$ cat src/rtl/ps2_kb_writer.sv
// rtl/ps2_kb_writer.sv - PS/2 keyboard receiver publishing key-event words to the KB_INFO slot
module ps2_kb_writer #(
    parameter int TIMEOUT_CYCLES = 50000
) (
    input  logic        clk,
    input  logic        rst,
    input  logic        ps2_clk,
    input  logic        ps2_data,
    output logic [31:0] kb_wraddr,
    output logic [31:0] kb_wrdata,
    output logic        kb_we,
    output logic        frame_err
);

    localparam logic [31:0] KB_INFO_OFFSET = 32'h0050_0000;
    localparam int          TW             = $clog2(TIMEOUT_CYCLES + 1);
    localparam logic [TW-1:0] TIMEOUT_LIM  = TW'(TIMEOUT_CYCLES);

    typedef enum logic [1:0] {
        IDLE,
        DATA,
        PARITY,
        STOP
    } state_t;

    state_t        state;
    logic [1:0]    clk_sync;
    logic [1:0]    data_sync;
    logic          clk_prev;
    logic          fall;
    logic          data_bit;
    logic [TW-1:0] idle_cnt;
    logic          timeout;
    logic [2:0]    bit_cnt;
    logic [7:0]    shift;
    logic          par_bit;
    logic          parity_ok;
    logic          ext;
    logic          brk;
    logic [15:0]   evt_cnt;

    assign kb_wraddr = KB_INFO_OFFSET;

    // Odd parity: data bits plus parity bit must contain an odd number of ones.
    assign parity_ok = ^{shift, par_bit};

    // A partial frame is abandoned once the line has been quiet too long.
    assign timeout = (state != IDLE) && (idle_cnt == TIMEOUT_LIM);

    // Two-stage synchronisers plus a registered falling-edge detect; data is delayed to match.
    always_ff @(posedge clk) begin
        if (rst) begin
            clk_sync  <= 2'b11;
            data_sync <= 2'b11;
            clk_prev  <= 1'b1;
            fall      <= 1'b0;
            data_bit  <= 1'b1;
        end else begin
            clk_sync  <= {clk_sync[0], ps2_clk};
            data_sync <= {data_sync[0], ps2_data};
            clk_prev  <= clk_sync[1];
            fall      <= clk_prev & ~clk_sync[1];
            data_bit  <= data_sync[1];
        end
    end

    // Quiet-line counter: cleared by every edge, counts only mid-frame, saturates at the limit.
    always_ff @(posedge clk) begin
        if (rst) begin
            idle_cnt <= '0;
        end else if (fall) begin
            idle_cnt <= '0;
        end else if ((state != IDLE) && (idle_cnt != TIMEOUT_LIM)) begin
            idle_cnt <= idle_cnt + 1'b1;
        end
    end

    // Frame FSM, prefix decoder and registered event/error outputs.
    always_ff @(posedge clk) begin
        if (rst) begin
            state     <= IDLE;
            bit_cnt   <= 3'd0;
            shift     <= 8'h00;
            par_bit   <= 1'b0;
            ext       <= 1'b0;
            brk       <= 1'b0;
            evt_cnt   <= 16'h0000;
            kb_wrdata <= 32'h0000_0000;
            kb_we     <= 1'b0;
            frame_err <= 1'b0;
        end else begin
            kb_we     <= 1'b0;
            frame_err <= 1'b0;
            if (timeout) begin
                state     <= IDLE;
                shift     <= 8'h00;
                ext       <= 1'b0;
                brk       <= 1'b0;
                frame_err <= 1'b1;
            end else if (fall) begin
                case (state)
                    IDLE: begin
                        // A high start bit is line noise; stay put.
                        if (!data_bit) begin
                            state   <= DATA;
                            bit_cnt <= 3'd0;
                        end
                    end
                    DATA: begin
                        shift   <= {data_bit, shift[7:1]};
                        bit_cnt <= bit_cnt + 3'd1;
                        if (bit_cnt == 3'd7) begin
                            state <= PARITY;
                        end
                    end
                    PARITY: begin
                        par_bit <= data_bit;
                        state   <= STOP;
                    end
                    STOP: begin
                        state <= IDLE;
                        if (parity_ok && data_bit) begin
                            if (shift == 8'hE0) begin
                                ext <= 1'b1;
                            end else if (shift == 8'hF0) begin
                                brk <= 1'b1;
                            end else begin
                                // The word carries the post-increment count so the CPU sees a change.
                                kb_wrdata <= {evt_cnt + 16'd1, 6'b000000, brk, ext, shift};
                                evt_cnt   <= evt_cnt + 16'd1;
                                kb_we     <= 1'b1;
                                ext       <= 1'b0;
                                brk       <= 1'b0;
                            end
                        end else begin
                            shift     <= 8'h00;
                            ext       <= 1'b0;
                            brk       <= 1'b0;
                            frame_err <= 1'b1;
                        end
                    end
                    default: state <= IDLE;
                endcase
            end
        end
    end

endmodule

$ cat config.mk
export PLATFORM = sky130hd
export DESIGN_NAME = ps2_kb_writer
export DESIGN_NICKNAME = d
export VERILOG_FILES = /design/src/rtl/ps2_kb_writer.sv
export SDC_FILE = /design/constraint.sdc
export NUM_CORES = 1
export LEC_CHECK = 0
export ABC_AREA = 1
export BUFFER_PORTS_ARGS = -buffer_cell sky130_fd_sc_hd__buf_2
export CORE_MARGIN = 8
export CORE_UTILIZATION = 62
export CTS_BUF_LIST = sky130_fd_sc_hd__clkbuf_8
export DETAILED_ROUTE_END_ITERATION = 7
export HOLD_SLACK_MARGIN = 0.06
export PLACE_DENSITY = 0.86
export SYNTH_ARGS = -nofsm -noshare
export SYNTH_HDL_FRONTEND = slang
export SYNTH_SLANG_ARGS = --single-unit
$ cat constraint.sdc
create_clock -name clk -period 2.9 [get_ports clk]
set_clock_uncertainty 0.05 [all_clocks]
set_input_delay 0.29 -clock clk [delete_from_list [all_inputs] [get_ports clk]]
set_output_delay 0.29 -clock clk [all_outputs]
set_load 0.02 [all_outputs]
======== Yosys cells after proc, flatten, opt, wreduce, memory -nomap -nowiden ========
Index checks and enable logic that the tools add are counted.
cells by class
  add/subtract/negate cells ............... 3
  equality and inequality tests ........... 13
  mux-type cells .......................... 18
  bitwise logic cells ..................... 8
  reductions and logical operators ........ 18
operators with widths
  cell                                           count
  adder 16 x 1 -> 16 bit, second input constant  2
  == test 16 bit, second input constant          1
  == test 8 bit, second input constant           2
  != test 16 bit, second input constant          1
  one-hot mux 8 bit (2 select lines)             1
  AND reduction 3 bit                            5
  two-way mux 1 bit                              11
  XOR reduction 9 bit                            1
  two-way mux 8 bit                              1
  != test 2 bit, second input constant           4
  one-hot mux 2 bit (4 select lines)             1
  NOT 1 bit                                      7
  one-hot mux 3 bit (2 select lines)             1
  AND reduction 6 bit                            1
  nonzero test 2 bit                             3
  OR reduction 6 bit                             1
  == test 2 bit, second input constant           2
  two-way mux 2 bit                              2
  AND reduction 4 bit                            1
  OR reduction 2 bit                             2
  adder 3 x 1 -> 3 bit, second input constant    1
  == test 3 bit, second input constant           1
  logical AND 1 bit                              3
  two-way mux 3 bit                              1
  4 further kinds                                4
storage, ports and cells
  bits in registers ....................... 83
  output and inout bits ................... 66
  word-level logic and storage cells ...... 76

======== Depth between registers and ports, before layout ========
Gate-level depths: netlist of run 1.
  word-level depth ........................ 6
  mapped depth ............................ 14

======== Worst setup path after synthesis of run 1 ========
No wires, ideal clock.
  path type ............................... register to register
  from .................................... register idle_cnt[0]
  to ...................................... register evt_cnt[2]
  setup time .............................. 0.134 ns
  arrival ................................. 1.623 ns
  slack ................................... 1.093 ns
  stages on the path, launching flop included .. 14
  clock period less this slack ............ 1.807 ns
  path through ............................ dfxtp_1 > inv_2 > ha_1 > nand2_1 > inv_2 > nand2_1 > nor2_1 > nand3_1 > nand2_4 > nor2_4 > nand4_4 > buf_4 > nand2_1 > a21oi_1
on the way
  cells in the longest elaborated chain, start to end .. 4
ends and longest elaborated chain
  element                               RTL line  source
  from (decl)                           32        logic [TW-1:0] idle_cnt;
  from (signal assigned)                74        idle_cnt <= idle_cnt + 1'b1;
  == test 16 bit                        48        assign timeout = (state != IDLE) && (idle_cnt == TIMEOUT_LIM);
  logical AND 1 bit                     48
  NOT 1 bit (no source line)            --
  AND reduction 6 bit (no source line)  --
  to (signal assigned)                  130       evt_cnt <= evt_cnt + 16'd1;
  to (decl)                             40        logic [15:0] evt_cnt;
No other way between the ends.
A chain may end at the register's enable or synchronous reset.

======== Final worst setup path of run 1 ========
  from .................................... register idle_cnt[0]
  to ...................................... register kb_wrdata[3]
on the way
  cells in the longest elaborated chain, start to end .. 4
ends and longest elaborated chain
  element                               RTL line  source
  == test 16 bit                        48
  logical AND 1 bit                     48
  NOT 1 bit (no source line)            --
  AND reduction 6 bit (no source line)  --
  to (signal assigned)                  129       kb_wrdata <= {evt_cnt + 16'd1, 6'b000000, brk, ext, shift};
  to (decl)                             10        output logic [31:0] kb_wrdata,
No other way between the ends.

==> results of run 1 <==
==> where the power goes <==
group          switching, uW  internal, uW
logic                   69.9          8.70
registers               2.86           924
clock network            322           369
==> synth_stat cells, drive strengths merged <==
| master | number |
|---|---|
| dlygate4sd3 | 1 |
| nand3 | 57 |
| o211a | 1 |
| or2 | 6 |
| xnor2 | 8 |
| o21bai | 1 |
| nor3 | 11 |
| nor2 | 33 |
| xor2 | 11 |
| nand4 | 8 |
| inv | 44 |
| nor4 | 4 |
| buf | 43 |
| o21ai | 8 |
| conb | 2 |
| clkinv | 3 |
| dfxtp | 67 |
| nand2 | 140 |
| nor3b | 1 |
| clkbuf | 4 |
| ha | 10 |
| dlygate4sd1 | 2 |
| a21oi | 55 |
| nand3b | 3 |
| a211oi | 1 |
==> through the flow <==
step / std cells / instance area, um2
final: 633 / 4030
after floorplan: 560 / 3980
after CTS: 633 / 4030
after global routing: 633 / 4030
after global placement: 618 / 3850
after detailed placement: 618 / 3850
==> sequential cells by signal (all words and copies together), names as in the netlist, 2 cells and up <==
name	flops
evt_cnt	16
idle_cnt	16
kb_wrdata	10
shift	8
bit_cnt	3
clk_sync	2
data_sync	2
state	2
==> how the worst max path moves through the flow <==
stage / from / endpoint / slack [ns] / cells past startpoint
after floorplan: idle_cnt[0]$_SDFFE_PP0P_ / evt_cnt[2]$_SDFFE_PP0P_ / 1.09 / 13
after global placement: idle_cnt[0]$_SDFFE_PP0P_ / kb_wrdata[6]$_SDFFE_PP0P_ / 0.98 / 12
after detailed placement: idle_cnt[0]$_SDFFE_PP0P_ / kb_wrdata[3]$_SDFFE_PP0P_ / 0.89 / 12
after CTS: idle_cnt[0]$_SDFFE_PP0P_ / kb_wrdata[3]$_SDFFE_PP0P_ / 0.88 / 12
after global routing: idle_cnt[0]$_SDFFE_PP0P_ / kb_wrdata[3]$_SDFFE_PP0P_ / 0.67 / 12
final: idle_cnt[0]$_SDFFE_PP0P_ / kb_wrdata[3]$_SDFFE_PP0P_ / 0.89 / 12
==> layout make-up <==
class	instances	area (um2)
Clock buffer	12	165
Clock inverter	3	13.8
Fill cell	511	1930
Inverter	47	176
Multi-Input combinational cell	396	2060
Sequential cell	67	1340
Tap cell	75	93.8
Timing Repair Buffer	33	170
==> logic make-up (layout without fill, tap and decap cells) <==
group | Yosys count | count (layout) | synth area share [%]
AO/OA/AOI/OAI | 66 | 66 | 9.53
XOR/XNOR | 19 | 19 | 4.32
adder cells (fa/ha/maj) | 10 | 10 | 3.25
buffers and inverters | 97 | 95 | 15.0
flip-flops | 67 | 67 | 34.9
other | 2 | 38 | 0.195
AND/OR/NAND/NOR | 263 | 263 | 32.8
==> per-layer routing <==
| layer | routed length, um | up-vias | track usage [%] | part of all wire [%] |
|---|---|---|---|---|
| li1 | - | 1683 | - | - |
| met1 | 3400 | 1497 | 22.1 | 43 |
| met2 | 3700 | 113 | 30.4 | 46 |
| met3 | 769 | 15 | 4.84 | 9.6 |
| met4 | 125 | 0 | 7.93 | 1.6 |
| met5 | 0 | - | 0 | 0 |
==> impl_metrics.tcl, run 1 <==
set metrics [dict create \
    antennaDiodeCount 0 \
    clk_pin_slew_worst_paths_ns 0.07 \
    power.density_nw_per_um2 422 \
    synth_seq_cells 67 \
    r2r_end "kb_wrdata[3]$_SDFFE_PP0P_" \
    r2r-start "idle_cnt[0]$_SDFFE_PP0P_" \
    die_area_um2 8990 \
    min_to "data_sync[0]$_SDFF_PP1_" \
    cts_tree "done" \
    place_ws_ns 0.888 \
    detail_route.first_pass.iterations 4 \
    drtIter0Drc 211 \
    seq_area_frac_synth_pct 34.9 \
    cp_num_buf_inv 2 \
    synthCells 524 \
    worstSetupPathType "flop to flop" \
    cts_hold_buffers 0 \
    finalNetCount 568 \
    grt-ovfl-total 0 \
    cts_sinks 67 \
    cts_root_buffer "clkbuf_8" \
    grt_use_total_pct 18.4 \
    setup_violations 0 \
    cp_top_family "simple AND/OR/NAND/NOR gates" \
    cts_htree_levels 3 \
    detail_route.drc_violations 0 \
    hpwl_mm 5.98 \
    min_from "ps2_data" \
    min_period_over_period_pct 69.3 \
    syn_area_um2 3850 \
    required_ns 3.05 \
    antenna_left 0 \
    final_core_util_pct 67.6 \
    cp.arrival_ns 2.16 \
    end_kind "flop" \
    worstMarginPinSlew_ns 0.728 \
    grt_max_degree 39 \
    portBuffers 31 \
    ys_top_cells_by_area "dfxtp_1 (35%), nand2_1 (12%), buf_4 (7.6%)" \
    postCtsSetupRepairBufs 0 \
    area_growth_pct 4.58 \
    yosys.area.top_type_share_pct 34.9 \
    layout_common_cells "nand2_1 (127), dfxtp_1 (67), nand3_1 (50), a21oi_1 (48), conb_1 (38)" \
    wire_per_inst_um 12.6 \
    cp_max_fo 27 \
    ys_types 42 \
    synth_top_cell_by_area "dfxtp_1" \
    reg2reg_depth 12 \
    cp_cell_sequence "inv_2 > ha_1 > nand2_1 > inv_2 > nand2_1 > nor2_1 > nand3_1 > nand2_4 > nor2_4 > nand4_4 > nand2_1 > a21oi_2" \
    critPathMaxStageDelay_ns 0.38 \
    p_leak_uw 0.00167 \
    setup_ws_ns 0.890 \
    power_uw 1700 \
    drive_above_1_share_pct 17.7 \
    slew_headroom_pct 51.5 \
    gp_congestion 0.943 \
    outcome "completed" \
    avgSynthCellArea_um2 7.34 \
    ctsResizeCount 0 \
    hold_class "primary input to flop" \
    maxSlewViolCount 0 \
    cpMostUsedCell "nand2_1" \
    grt_pass1_vias 3022 \
    wl_mm 7.99 \
    startpoint_type "flop" \
    regToRegSetupSlack_ns 0.89 \
    grt_pass1_wl_mm 13.5 \
    whs_ns 0.0762 \
    die_h_um 94.8 \
    rsz0062_at_grt "false" \
    peakVddDrop_v 0.000331 \
    final_common_cell "nand2_1" \
    min_period_ns 2.01 \
    fin_tns_setup_ns 0 \
    vias 3308 \
    worst_skew_pair.late_latency_ns 0.34 \
    yosys_warnings 0 \
    core_region_area_um2 5960 \
    viasPerCell 5.23 \
    rows 28 \
    cpMaxStageDelayCell "dfxtp_1" \
    antenna_found_initial 0 \
    cts.path.max_buffers 2 \
    start_util_pct 64.6 \
    io_pins 70 \
    final-hold-violation-count 0 \
    hold_depth 2 \
    maxCapViolations 0 \
    die_w_um 94.8 \
    fmax_ghz 0.498 \
    numCtsBuffers 9 \
]
No activity file was read; power rests on OpenSTA's default activity.
==> run 2, diff against run 1 <==
- CORE_UTILIZATION: 62 -> 52
- PLACE_DENSITY: 0.86 -> 0.77
- clock period: 2.9 -> 1.6 ns (I/O delays scaled with it)
==> run 2 against run 1 <==
  * Sequential share of layout area fell by 7.4 points
  * The flow now finishes with violations (setup timing)
  * Critical endpoint is now kb_wrdata[5]$_SDFFE_PP0P_
  * Worst hold slack improved by 0.28 ns
  * Power increased by 94%
  * Worst setup slack worse by 1.1 ns
  * Flip-flop and latch count is the same
  * Largest power group unchanged
  * Critical path depth rose by 1
  * Fmax increased by 12%
  * Via count up 24%
  * First-iteration DRC count up 50%
==> impl_metrics.tcl, run 2 (synthesized netlist as in run 1, its figures left out) <==
set metrics [dict create \
    stdcell_count 748 \
    end_kind "flop" \
    worst_skew_pair.late_latency_ns 0.37 \
    grt_pass1_wl_mm 15.6 \
    top_regs "evt_cnt (16), idle_cnt (16), kb_wrdata (10)" \
    cts_htree_levels 3 \
    worstSetupPathType "flop to flop" \
    startpoint_type "flop" \
    portBuffers 31 \
    seqPwrFrac_pct 50.5 \
    min_period_ns 1.80 \
    vias 4091 \
    failed_checks "setup timing" \
    min_period_over_period_pct 112 \
    die_h_um 102 \
    fillers 474 \
    maxCapViolations 0 \
    wire_per_inst_um 16.2 \
    p_comb_share_pct 5.2 \
    power.density_nw_per_um2 618 \
    setup_ws_ns -0.197 \
    die_w_um 102 \
    topRoutingLayerUsed "met4" \
    area_growth_pct 38.7 \
    outcome "complete, but fails checks" \
    io_pins 70 \
    numCtsBuffers 9 \
    grt_pass1_vias 3491 \
    antenna_found_initial 0 \
    antennaDiodeCount 0 \
    placed_cells 710 \
    place_ws_ns -0.155 \
    p_sw_uw 844 \
    fin_tns_setup_ns -5.33 \
    grt-ovfl-total 0 \
    cts_sinks 67 \
    cp_max_fo 6 \
    fmax_ghz 0.556 \
    dr_wl_met2_mm 5.89 \
    drtIter0Drc 317 \
    final_common_cell "nand2_1" \
    hold_class "flop to flop" \
    die_area_um2 10400 \
    power_uw 3300 \
    dr_wl_met3_mm 1.10 \
    start_util_pct 53.3 \
    wl_met1_mm 4.53 \
    viasPerCell 5.47 \
    internal_power_uw 2450 \
    sw_frac_of_total_pct 25.6 \
    maxSlewViolCount 0 \
    cts.path.max_buffers 2 \
    p_clk_share_pct 44.3 \
    gp_congestion 0.887 \
    grt_max_degree 29 \
    setup_violations 47 \
    cts_root_buffer "clkbuf_8" \
    detail_route.first_pass.iterations 7 \
    antenna_left 0 \
    cts_tree "done" \
    grt_use_total_pct 18.6 \
    p_leak_uw 0.00233 \
    rsz0062_at_grt "true" \
    hpwl_mm 6.80 \
    cp.arrival_ns 2.05 \
    required_ns 1.85 \
    detail_route.drc_violations 0 \
    drive_above_1_share_pct 44.5 \
    final_core_util_pct 74.0 \
    finalNetCount 658 \
    final-hold-violation-count 0 \
    peakVddDrop_v 0.000769 \
    rows 31 \
    core_region_area_um2 7210 \
    clk_pin_slew_worst_paths_ns 0.08 \
    layout_common_cells "nand2_1 (92), buf_4 (74), dfxtp_1 (50), nand3_1 (42), nand2_2 (40)" \
    wl_mm 12.1 \
]
[run 2: per-stage QoR]
step	cell area (um2)	hold slack, ns
detailed placement	4500	0.298
finish	5340	0.359
global placement	4500	0.293
global route	5340	0.372
floorplan	4040	0.214
CTS	4830	0.359
[run 2: routing by layer]
layer	global-route usage [%]	vias to the layer above
met5	0	-
met4	9.82	0
met3	3.68	69
met2	32.0	253
met1	21.2	1900
li1	-	1869
[run 2: area by class of cell]
class | count | area [um2] | area share [%]
Clock buffer | 10 | 138 | 2.58
Clock inverter | 6 | 65.1 | 1.22
Inverter | 47 | 186 | 3.49
Multi-Input combinational cell | 396 | 2440 | 45.7
Sequential cell | 67 | 1380 | 25.9
Tap cell | 99 | 124 | 2.32
Timing Repair Buffer | 123 | 1010 | 18.8
[run 2: worst paths after layout]
kind | from | end | slack, ns | depth (start not counted)
max | shift[4]$_SDFFE_PP0P_ | kb_wrdata[5]$_SDFFE_PP0P_ | -0.20 | 13
min | data_sync[1]$_SDFF_PP1_ | data_bit$_SDFF_PP1_ | 0.36 | 1
max reg2reg | shift[4]$_SDFFE_PP0P_ | kb_wrdata[5]$_SDFFE_PP0P_ | -0.20 | 13
min reg2reg | data_sync[1]$_SDFF_PP1_ | data_bit$_SDFF_PP1_ | 0.36 | 1
[run 2: worst max-delay path, cell delays in order (launching register included)]
cell	delay (ns)
dfxtp_4	0.40
inv_4	0.05
nand2_2	0.08
nand2_4	0.07
nand2_2	0.11
nand2_2	0.06
nand2_2	0.08
nand2_2	0.06
nand2_2	0.07
nand3_4	0.10
nor2_8	0.20
clkbuf_16	0.18
nand3_1	0.08
a21oi_2	0.15
[run 2: power groups by stage]
stage	combinational, uW	clock (uW)	sequential (uW)
final	172	1460	1660
after CTS	157	1470	1670
after global placement	148	0	1720
after detailed placement	150	0	1720
after global routing	184	1570	1660
after floorplan	202	0	1710
[run 2: repair_timing]
action / CTS / global route
buffers inserted: 3 / 14
setup endpoints to repair: 39 / 52
resized for setup: 19 / 108
cloned: 1 / 2
hold buffers: 3 / 0
pin swaps: 2 / 34
endpoints found under the hold margin: 4 / 0
==> run 3, diff against run 2 <==
==> constraint.sdc (replaced) <==
create_clock -name clk -period 1.6 [get_ports clk]
set_clock_uncertainty 0.05 [all_clocks]
set_input_delay 0.24 -clock clk [delete_from_list [all_inputs] [get_ports clk]]
set_output_delay 0.24 -clock clk [all_outputs]
set_load 0.02 [all_outputs]
==> run 3 against run 2 <==
  * The run still ends with setup timing left
  * Cell count fell by 0.67%
  * Critical path depth fell by 5
  * Core utilization fell by 2.0 points
  * Power fell by 1.8%
  * Worst setup slack got worse by 0.031 ns
  * Count of clock-buffer cells in the layout rose by 1
  * Die area did not move
  * Via count fell by 5.8%
  * Sequential share of layout area rose by 0.74 points
  * Worst hold slack got worse by 0.22 ns
  * Non-clock buffer count fell by 4
  * Largest cell class unchanged
==> impl_metrics.tcl, run 3 (synthesized netlist as in run 1, its figures left out) <==
set metrics [dict create \
    startpoint_type "flop" \
    cp_max_fo 14 \
    required_ns 1.82 \
    final_common_cell "nand2_1" \
    antenna_left 0 \
    failed_checks "setup timing" \
    die_area_um2 10400 \
    grtUsageMet3_pct 3.95 \
    min_period_over_period_pct 114 \
    viasPerCell 5.19 \
    clk_pin_slew_worst_paths_ns 0.07 \
    hold_class "primary input to flop" \
    io_pins 70 \
    cp_top_family "simple AND/OR/NAND/NOR gates" \
    detail_route.drc_violations 0 \
    detail_route.first_pass.iterations 5 \
    critPathMaxStageDelay_ns 0.49 \
    worstMarginPinSlew_ns 0.542 \
    use_met1_pct 21.4 \
    peakVddDrop_v 0.000540 \
    placed_area_um2 4500 \
    drive_above_1_share_pct 42.1 \
    setup_ws_ns -0.228 \
    top_usage_layer "met2" \
    slew_headroom_pct 63.8 \
    register_area_um2 1380 \
    die_w_um 102 \
    vias 3853 \
    top_regs "evt_cnt (16), idle_cnt (16), kb_wrdata (10)" \
    hold_depth 2 \
    rows 31 \
    grt_pass1_vias 3348 \
    cts_htree_levels 3 \
    antennaDiodeCount 0 \
    drtIter0Drc 228 \
    wl_mm 10.9 \
    numCtsBuffers 9 \
    final-hold-violation-count 0 \
    multiInputGateArea_um2 2350 \
    maxCapViolations 0 \
    power.density_nw_per_um2 624 \
    setup_violations 40 \
    place_ws_ns -0.0992 \
    cp_num_buf_inv 3 \
    outcome "complete, but fails checks" \
    die_h_um 102 \
    hpwl_mm 6.68 \
    area_growth_pct 34.9 \
    p_leak_uw 0.00228 \
    gp_congestion 0.895 \
    layout_common_cells "nand2_1 (97), buf_4 (72), dfxtp_1 (48), a21oi_1 (42), nand3_1 (40)" \
    rsz0062_at_grt "true" \
    antenna_found_initial 0 \
    grtUsageMet2_pct 29.4 \
    fillers 526 \
    portBuffers 31 \
    cts_tree "done" \
    grt_pass1_wl_mm 15.0 \
    maxSlewViolCount 0 \
    fin_area_um2 5190 \
    start_util_pct 53.3 \
    worstSetupPathType "flop to flop" \
    cpMaxStageDelayCell "dfxtp_1" \
    wire_per_inst_um 14.7 \
    cts_sinks 67 \
    grt_max_degree 29 \
    path_depth 8 \
    cts.path.max_buffers 2 \
    core_region_area_um2 7210 \
    worst_skew_pair.late_latency_ns 0.35 \
    power_uw 3240 \
    end_kind "flop" \
    cp.arrival_ns 2.05 \
    cts_root_buffer "clkbuf_8" \
    min_period_ns 1.83 \
    grt_use_total_pct 17.7 \
    finalNetCount 654 \
    cp_cell_sequence "inv_1 > nor3_1 > buf_4 > nor2_4 > nand4_4 > buf_12 > nand2_2 > a21oi_1" \
    reg2reg_depth 8 \
    grt-ovfl-total 0 \
    fmax_ghz 0.547 \
]
==> run 3: cell types whose count changed in the layout (fill, tap and decap cells not counted), sizes merged <==
cell | previous run | this run
buf | 118 | 114
clkbuf | 12 | 14
clkinv | 5 | 2
clkinvlp | 1 | 0
dlygate4sd3 | 3 | 2
inv | 46 | 48
==> run 3: worst register-to-register path: stages, from the launching register on <==
cell     delay (ns)
dfxtp_1        0.49
inv_1          0.16
nor3_1         0.36
buf_4          0.19
nor2_4         0.05
nand4_4        0.08
buf_12         0.16
nand2_2        0.06
a21oi_1        0.16
==> run 3: per-stage QoR <==
step / utilization (%) / TNS (ns) / hold WS [ns] / std cells
6_report: 72.0 / -5.24 / 0.135 / 743
5_1_grt: 72.0 / -7.72 / 0.146 / 743
4_1_cts: 66.2 / -1.30 / 0.113 / 729
3_5_place_dp: 62.3 / -2.32 / 0.349 / 710
3_3_place_gp: 62.3 / -1.12 / 0.342 / 710
2_1_floorplan: - / -1.53 / 0.294 / 560
==> run 3: layout make-up <==
| type | instances | area share (%) |
|---|---|---|
| clock buffer | 11 | 2.92 |
| clock inverter | 4 | 0.819 |
| inverter | 47 | 3.49 |
| multi-input combinational | 396 | 45.3 |
| sequential | 67 | 26.6 |
| tap | 99 | 2.39 |
| timing repair buffer | 119 | 18.5 |
==> run 3: path summary, 6_finish.rpt <==
| kind | from | end | slack [ns] |
|---|---|---|---|
| setup / recovery | shift[7]$_SDFFE_PP0P_ | evt_cnt[7]$_SDFFE_PP0P_ | -0.23 |
| hold / removal | rst | bit_cnt[2]$_SDFFE_PP0P_ | 0.14 |
| hold reg to reg | data_sync[0]$_SDFF_PP1_ | data_sync[1]$_SDFF_PP1_ | 0.36 |
| setup reg to reg | shift[7]$_SDFFE_PP0P_ | evt_cnt[7]$_SDFFE_PP0P_ | -0.23 |
==> run 3: where the power goes <==
part           internal, uW  total, uW  switching [uW]
clock network           783       1410             625
registers              1660       1670            5.62
logic                  29.5        164             134
total                  2470       3240             764
==> run 3: per-layer routing <==
metal,vias to the layer above,wire length (um)
li1,1856,-
met1,1808,4380
met2,160,5470
met3,29,768
met4,0,270
met5,-,0
==> run 3: what timing repair did <==
item,4_1_cts,5_1_grt
endpoints found under the setup margin,36,49
hold buffers,2,0
endpoints found under the hold margin,2,0
pin swaps,4,24
gates cloned,1,2
gates resized for setup,14,90
buffers inserted,1,12
